[src/rtl/sonar_pkg.sv]
// Shared definitions for the ultrasonic range meter: FSM state codes and
// default timing constants for a 50 MHz system clock.
package sonar_pkg;

    typedef enum logic [3:0] {
        INICIAL     = 4'd0,
        PREPARA     = 4'd1,
        TRIGGER     = 4'd2,
        ESPERA_ECHO = 4'd3,
        MEDE        = 4'd4,
        ARMAZENA    = 4'd5,
        FINAL       = 4'd6,
        TIMEOUT     = 4'd7
    } estado_t;

    localparam int CLK_HZ_DEFAULT         = 50_000_000;
    localparam int TRIGGER_CYCLES_DEFAULT = 500;        // 10 us
    localparam int CM_CYCLES_DEFAULT      = 2941;       // 58.82 us per cm
    localparam int TIMEOUT_CYCLES_DEFAULT = 2_500_000;  // 50 ms

    localparam logic [11:0] BCD_MAX = 12'h999;

endpackage

[src/rtl/contador_bcd_3dig.sv]
// Three-digit BCD up-counter {centena, dezena, unidade} that holds at 999
// instead of wrapping, so an over-range echo reads as the maximum distance.
module contador_bcd_3dig
    import sonar_pkg::*;
(
    input  logic        clock,
    input  logic        reset,
    input  logic        i_clear,
    input  logic        i_enable,
    output logic [11:0] o_count,
    output logic        o_saturated
);

    logic [11:0] r_count;
    logic [11:0] w_next;

    // Decimal increment with ripple carry between digits; no change at 999.
    always_comb begin
        w_next = r_count;
        if (r_count != BCD_MAX) begin
            if (r_count[3:0] != 4'd9) begin
                w_next[3:0] = r_count[3:0] + 4'd1;
            end else begin
                w_next[3:0] = 4'd0;
                if (r_count[7:4] != 4'd9) begin
                    w_next[7:4] = r_count[7:4] + 4'd1;
                end else begin
                    w_next[7:4]  = 4'd0;
                    w_next[11:8] = r_count[11:8] + 4'd1;
                end
            end
        end
    end

    // Count register: clear wins over enable.
    always_ff @(posedge clock or negedge reset) begin
        if (!reset) begin
            r_count <= 12'h000;
        end else if (i_clear) begin
            r_count <= 12'h000;
        end else if (i_enable) begin
            r_count <= w_next;
        end
    end

    assign o_count     = r_count;
    assign o_saturated = (r_count == BCD_MAX);

endmodule

[src/rtl/sonar_medidor.sv]
// Ultrasonic range meter: fires a trigger pulse, times the echo width in
// centimetres (rounded) as BCD, and flags a timeout if the echo never ends.
module sonar_medidor
    import sonar_pkg::*;
#(
    parameter int CLK_HZ         = CLK_HZ_DEFAULT,
    parameter int TRIGGER_CYCLES = TRIGGER_CYCLES_DEFAULT,
    parameter int CM_CYCLES      = CM_CYCLES_DEFAULT,
    parameter int TIMEOUT_CYCLES = TIMEOUT_CYCLES_DEFAULT
)
(
    input  logic        clock,
    input  logic        reset,
    input  logic        medir,
    input  logic        echo,
    output logic        trigger,
    output logic [11:0] medida,
    output logic        pronto,
    output logic        erro,
    output logic [3:0]  db_estado
);

    localparam int DW = (CM_CYCLES > 2) ? $clog2(CM_CYCLES) : 1;
    localparam int TW = $clog2(TIMEOUT_CYCLES + 1);

    localparam logic [DW-1:0] DivLast     = DW'(CM_CYCLES - 1);
    localparam logic [DW-1:0] DivHalf     = DW'(CM_CYCLES / 2);
    localparam logic [TW-1:0] TriggerLast = TW'(TRIGGER_CYCLES - 1);
    localparam logic [TW-1:0] TimeoutLast = TW'(TIMEOUT_CYCLES - 1);

    if (CLK_HZ <= 0 || CM_CYCLES < 2 || TRIGGER_CYCLES < 1 ||
        TRIGGER_CYCLES >= TIMEOUT_CYCLES) begin : gParamCheck
        $error("sonar_medidor: inconsistent timing parameters");
    end

    estado_t        r_estado;
    estado_t        w_proximo;
    logic           r_echoSync1;
    logic           r_echoSync2;
    logic           r_echoPrev;
    logic [DW-1:0]  r_divisor;
    logic [TW-1:0]  r_timeout;
    logic [11:0]    r_medida;
    logic           r_erro;
    logic           w_echoRise;
    logic           w_echoFall;
    logic           w_limpa;
    logic           w_contando;
    logic           w_incrementaCm;
    logic           w_janelaTimeout;
    logic           w_timeoutHit;
    logic           w_trigger;
    logic           w_pronto;
    logic [11:0]    w_bcd;
    logic           w_bcdSat;

    assign w_echoRise      = r_echoSync2 & ~r_echoPrev;
    assign w_echoFall      = ~r_echoSync2 & r_echoPrev;
    assign w_limpa         = (r_estado == PREPARA);
    // The edge that starts MEDE already counts as the first high cycle so
    // that the echo width in cycles equals the number of divider ticks.
    assign w_contando      = ((r_estado == MEDE) && r_echoSync2) ||
                             ((r_estado == ESPERA_ECHO) && w_echoRise);
    assign w_incrementaCm  = w_contando && (r_divisor == DivHalf) && !w_bcdSat;
    assign w_janelaTimeout = (r_estado == TRIGGER) || (r_estado == ESPERA_ECHO) ||
                             (r_estado == MEDE);
    assign w_timeoutHit    = w_janelaTimeout && (r_timeout == TimeoutLast);

    contador_bcd_3dig u_contador (
        .clock       (clock),
        .reset       (reset),
        .i_clear     (w_limpa),
        .i_enable    (w_incrementaCm),
        .o_count     (w_bcd),
        .o_saturated (w_bcdSat)
    );

    // Two-flop echo synchronizer plus a delayed copy for edge detection.
    always_ff @(posedge clock or negedge reset) begin
        if (!reset) begin
            r_echoSync1 <= 1'b0;
            r_echoSync2 <= 1'b0;
            r_echoPrev  <= 1'b0;
        end else begin
            r_echoSync1 <= echo;
            r_echoSync2 <= r_echoSync1;
            r_echoPrev  <= r_echoSync2;
        end
    end

    // State register.
    always_ff @(posedge clock or negedge reset) begin
        if (!reset) begin
            r_estado <= INICIAL;
        end else begin
            r_estado <= w_proximo;
        end
    end

    // Next-state and Moore outputs; timeout overrides any other exit.
    always_comb begin
        w_proximo = r_estado;
        w_trigger = 1'b0;
        w_pronto  = 1'b0;
        case (r_estado)
            INICIAL: begin
                if (medir) begin
                    w_proximo = PREPARA;
                end
            end
            PREPARA: begin
                w_proximo = TRIGGER;
            end
            TRIGGER: begin
                w_trigger = 1'b1;
                if (w_timeoutHit) begin
                    w_proximo = TIMEOUT;
                end else if (r_timeout == TriggerLast) begin
                    w_proximo = ESPERA_ECHO;
                end
            end
            ESPERA_ECHO: begin
                if (w_timeoutHit) begin
                    w_proximo = TIMEOUT;
                end else if (w_echoRise) begin
                    w_proximo = MEDE;
                end
            end
            MEDE: begin
                if (w_timeoutHit) begin
                    w_proximo = TIMEOUT;
                end else if (w_echoFall) begin
                    w_proximo = ARMAZENA;
                end
            end
            ARMAZENA: begin
                w_proximo = FINAL;
            end
            FINAL: begin
                w_pronto  = 1'b1;
                w_proximo = INICIAL;
            end
            TIMEOUT: begin
                w_proximo = INICIAL;
            end
            default: begin
                w_proximo = INICIAL;
            end
        endcase
    end

    // Centimetre divider: wraps every CM_CYCLES high-echo cycles.
    always_ff @(posedge clock or negedge reset) begin
        if (!reset) begin
            r_divisor <= '0;
        end else if (w_limpa) begin
            r_divisor <= '0;
        end else if (w_contando) begin
            r_divisor <= (r_divisor == DivLast) ? '0 : r_divisor + 1'b1;
        end
    end

    // Elapsed-cycle counter from trigger start; also times the trigger pulse.
    always_ff @(posedge clock or negedge reset) begin
        if (!reset) begin
            r_timeout <= '0;
        end else if (w_limpa) begin
            r_timeout <= '0;
        end else if (w_janelaTimeout) begin
            r_timeout <= r_timeout + 1'b1;
        end
    end

    // Result register and sticky error flag.
    always_ff @(posedge clock or negedge reset) begin
        if (!reset) begin
            r_medida <= 12'h000;
            r_erro   <= 1'b0;
        end else begin
            if (r_estado == ARMAZENA) begin
                r_medida <= w_bcd;
            end
            if (w_limpa) begin
                r_erro <= 1'b0;
            end else if (w_timeoutHit) begin
                r_erro <= 1'b1;
            end
        end
    end

    assign trigger   = w_trigger;
    assign pronto    = w_pronto;
    assign medida    = r_medida;
    assign erro      = r_erro;
    assign db_estado = r_estado;

endmodule

[config.mk]
export PLATFORM = sky130hd
export DESIGN_NAME = sonar_medidor
export DESIGN_NICKNAME = d
export VERILOG_FILES = /design/src/rtl/sonar_pkg.sv /design/src/rtl/contador_bcd_3dig.sv /design/src/rtl/sonar_medidor.sv
export SDC_FILE = /design/constraint.sdc
export NUM_CORES = 1
export LEC_CHECK = 0
export BUFFER_PORTS_ARGS = -buffer_cell sky130_fd_sc_hd__clkbuf_2
export CAP_MARGIN = 30
export CORE_ASPECT_RATIO = 1.5
export CORE_MARGIN = 4
export CORE_UTILIZATION = 55
export CTS_CLUSTER_SIZE = 28
export DETAILED_ROUTE_END_ITERATION = 10
export PLACE_DENSITY = 0.75
export SYNTH_ARGS = -nofsm -noshare
export SYNTH_HDL_FRONTEND = slang
export SYNTH_HIERARCHICAL = 1
export SYNTH_SLANG_ARGS = --single-unit
[constraint.sdc]
create_clock -name clock -period 4.4 [get_ports clock]
set_clock_uncertainty 0.1 [all_clocks]
set_input_delay 0.44 -clock clock [delete_from_list [all_inputs] [get_ports clock]]
set_output_delay 0.44 -clock clock [all_outputs]
set_load 0.1 [all_outputs]
==> out/qor.yml <==
worst_slew_pin_slew_ps: 943
status: "completed"
ir_worst_vdd_uv: 265
post-dp-hpwl_um: 4950
max_freq_mhz: 305
synth-seq-cells: 65
postCtsSetupBuffers: 0
portBuffers: 21
place_congestion: 0.776
finalHoldViolCount: 0
grt_max_degree: 66
cts-root-buf: "clkbuf_8"
die_h_um: 108
io_pins: 23
cp_max_fo: 23
final_area_mm2: 0.00392
grt_pass1_vias: 2790
setup_ws_ps: 1120
setup_violations: 0
routed_wirelength_um: 7520
synthArstFlopShare: 1.00
cts_buffers: 9
cp.required_ps: 4570
holdBufCountCts: 0
yosysWarnings: 6
final.setup.tns_ps: 0
nFillCells: 550
die_x_um: 74.3
drtIter0Drc: 152
leakage_nw: 1.68
wl_per_cell_um: 15.9
antenna_found_initial: 0
clock-sinks: 65
synth_edf_count: 0
area_growth_pct: 8.03
rows: 36
synth_flop_cell: "dfrtp_1"
start_util: 0.564
ys_seq_area_frac: 0.448
clock_latency_ps: 350
cp.arrival_ps: 3450
coreArea_mm2: 0.00644
via_per_inst: 6.15
vias: 2917
clockBufferDepth: 2
ant_nets: 0
syn_inst: 380
diodes: 0
die_area_mm2: 0.00799
grt-ovfl-total: 0
firstDrtPassIters: 4
hold_path_class: "primary input to register"
rsz0062_at_grt: "no"
post-place-ws_ps: 1220
grt_pass1_wl_um: 12900
slew_violations: 0
worst_setup_path_start_kind: "register"
drv_cap: 0
synth_area_mm2: 0.00363
dpl_cell_area_mm2: 0.00375
period_needed_ps: 3280
relSlewSlack: 0.365
drc_errors: 0
ctsResizeCount: 0
synth_cell_types: 62
endpoint_kind: "register"
syn_nets: 394
fin_nets: 409
cts_max_level: 3
clk_pin_slew_worst_paths_ps: 70
postSynthAreaPerCell_um2: 9.56
grt.total_usage: 0.209
finalCritPeriodShare: 0.745
layout-drive-gt1-share: 0.161
tritoncts: "done"
crit_type: "register to register"
fin_util: 0.609
power_density_mw_per_mm2: 432
==> flip-flops by register name, summed over array words and instances (netlist names) <==
name	count
r_echoSync1	1
db_estado	3
medida	12
u_contador/o_count	12
r_echoSync2	1
r_timeout	22
erro	1
r_echoPrev	1
r_divisor	12
==> logic make-up after synthesis <==
kind of cell	count (synthesis)	share of synthesized area
multiplexers	19	0.0579
buffers and inverters	32	0.0403
other	1	0.00103
XOR/XNOR	15	0.0362
AO/OA/AOI/OAI	69	0.120
AND/OR/NAND/NOR	169	0.262
flip-flops	65	0.448
adder cells (fa/ha/maj)	10	0.0345
==> where the power goes <==
part / switching, mW / total, mW / internal, mW
registers: 0.111 / 0.757 / 0.647
logic: 0.331 / 0.482 / 0.151
clock network: 0.226 / 0.453 / 0.227
==> layout make-up <==
class	count	area (um^2)	share of cell area
repair buffers	23	120	0.0306
multi-input cells	283	1860	0.475
clock inverters	3	17.5	0.00447
flip-flops and latches	65	1630	0.415
well taps	76	95.1	0.0242
inverters	13	48.8	0.0124
clock buffers	11	151	0.0386
==> per-stage QoR <==
stage	hold WS, ps	total power, mW	cells
floorplan	44.4	1.16	380
finish	99.3	1.69	474
detailed placement	275	1.25	460
global route	83.8	1.80	474
global placement	260	1.24	460
CTS	83.7	1.71	474
==> layout by cell type, fill, tap and decap left out, drive strengths merged, types with 3 or more instances in the layout <==
| master | instances |
|---|---|
| dfrtp | 65 |
| nor2 | 32 |
| clkbuf | 32 |
| nand2 | 31 |
| o21ai | 28 |
| nand3 | 24 |
| a21oi | 16 |
| mux2 | 16 |
| xnor2 | 15 |
| inv | 13 |
| nor3 | 12 |
| ha | 10 |
| nor4 | 8 |
| nand4 | 7 |
| or3 | 7 |
| or4 | 6 |
| o31ai | 6 |
| nor2b | 5 |
| and3 | 5 |
| nor4b | 5 |
| nand2b | 4 |
| and3b | 4 |
| nand3b | 4 |
| and2 | 3 |
| mux2i | 3 |
==> Yosys cell counts, types with 8 or more instances <==
cell | number | share of area
dfrtp_1 | 65 | 0.45
ha_1 | 10 | 0.034
clkbuf_1 | 8 | 0.0083
nand2_1 | 31 | 0.032
mux2_2 | 15 | 0.047
a21oi_1 | 16 | 0.022
nand3_1 | 23 | 0.032
o21ai_0 | 26 | 0.036
inv_1 | 13 | 0.013
nor2_1 | 32 | 0.033
nor4_1 | 8 | 0.014
nor3_1 | 11 | 0.015
xnor2_1 | 15 | 0.036
==> per-layer routing <==
| metal | global-route usage | vias to the layer above | wire length [um] |
|---|---|---|---|
| met3 | 0.0579 | 11 | 307 |
| met4 | 0.0941 | 0 | 119 |
| li1 | - | 1404 | - |
| met5 | 0 | - | 0 |
| met1 | 0.251 | 1439 | 3200 |
| met2 | 0.343 | 63 | 3890 |
==> worst max-delay path, cell delays in order (launching register included) <==
cell and delay (ps):
dfrtp_1 780, nor3b_4 400, o21a_1 300, and3_1 360
nand4b_1 470, or4_1 630, a21oi_1 150
==> path summary, 6_finish.rpt <==
kind                              startpoint                endpoint  slack (ps)  depth (start not counted)
min in group asynchronous              reset            db_estado[1]         160                          2
worst min-delay path                    echo             r_echoSync1         100                          1
worst min register to register   r_echoSync1             r_echoSync2         300                          0
worst max-delay path            db_estado[2]  u_contador/o_count[11]        1120                          6
worst max register to register  db_estado[2]  u_contador/o_count[11]        1120                          6
max in group asynchronous              reset   u_contador/o_count[6]        3500                          2
No activity file was read; power rests on OpenSTA's default activity.
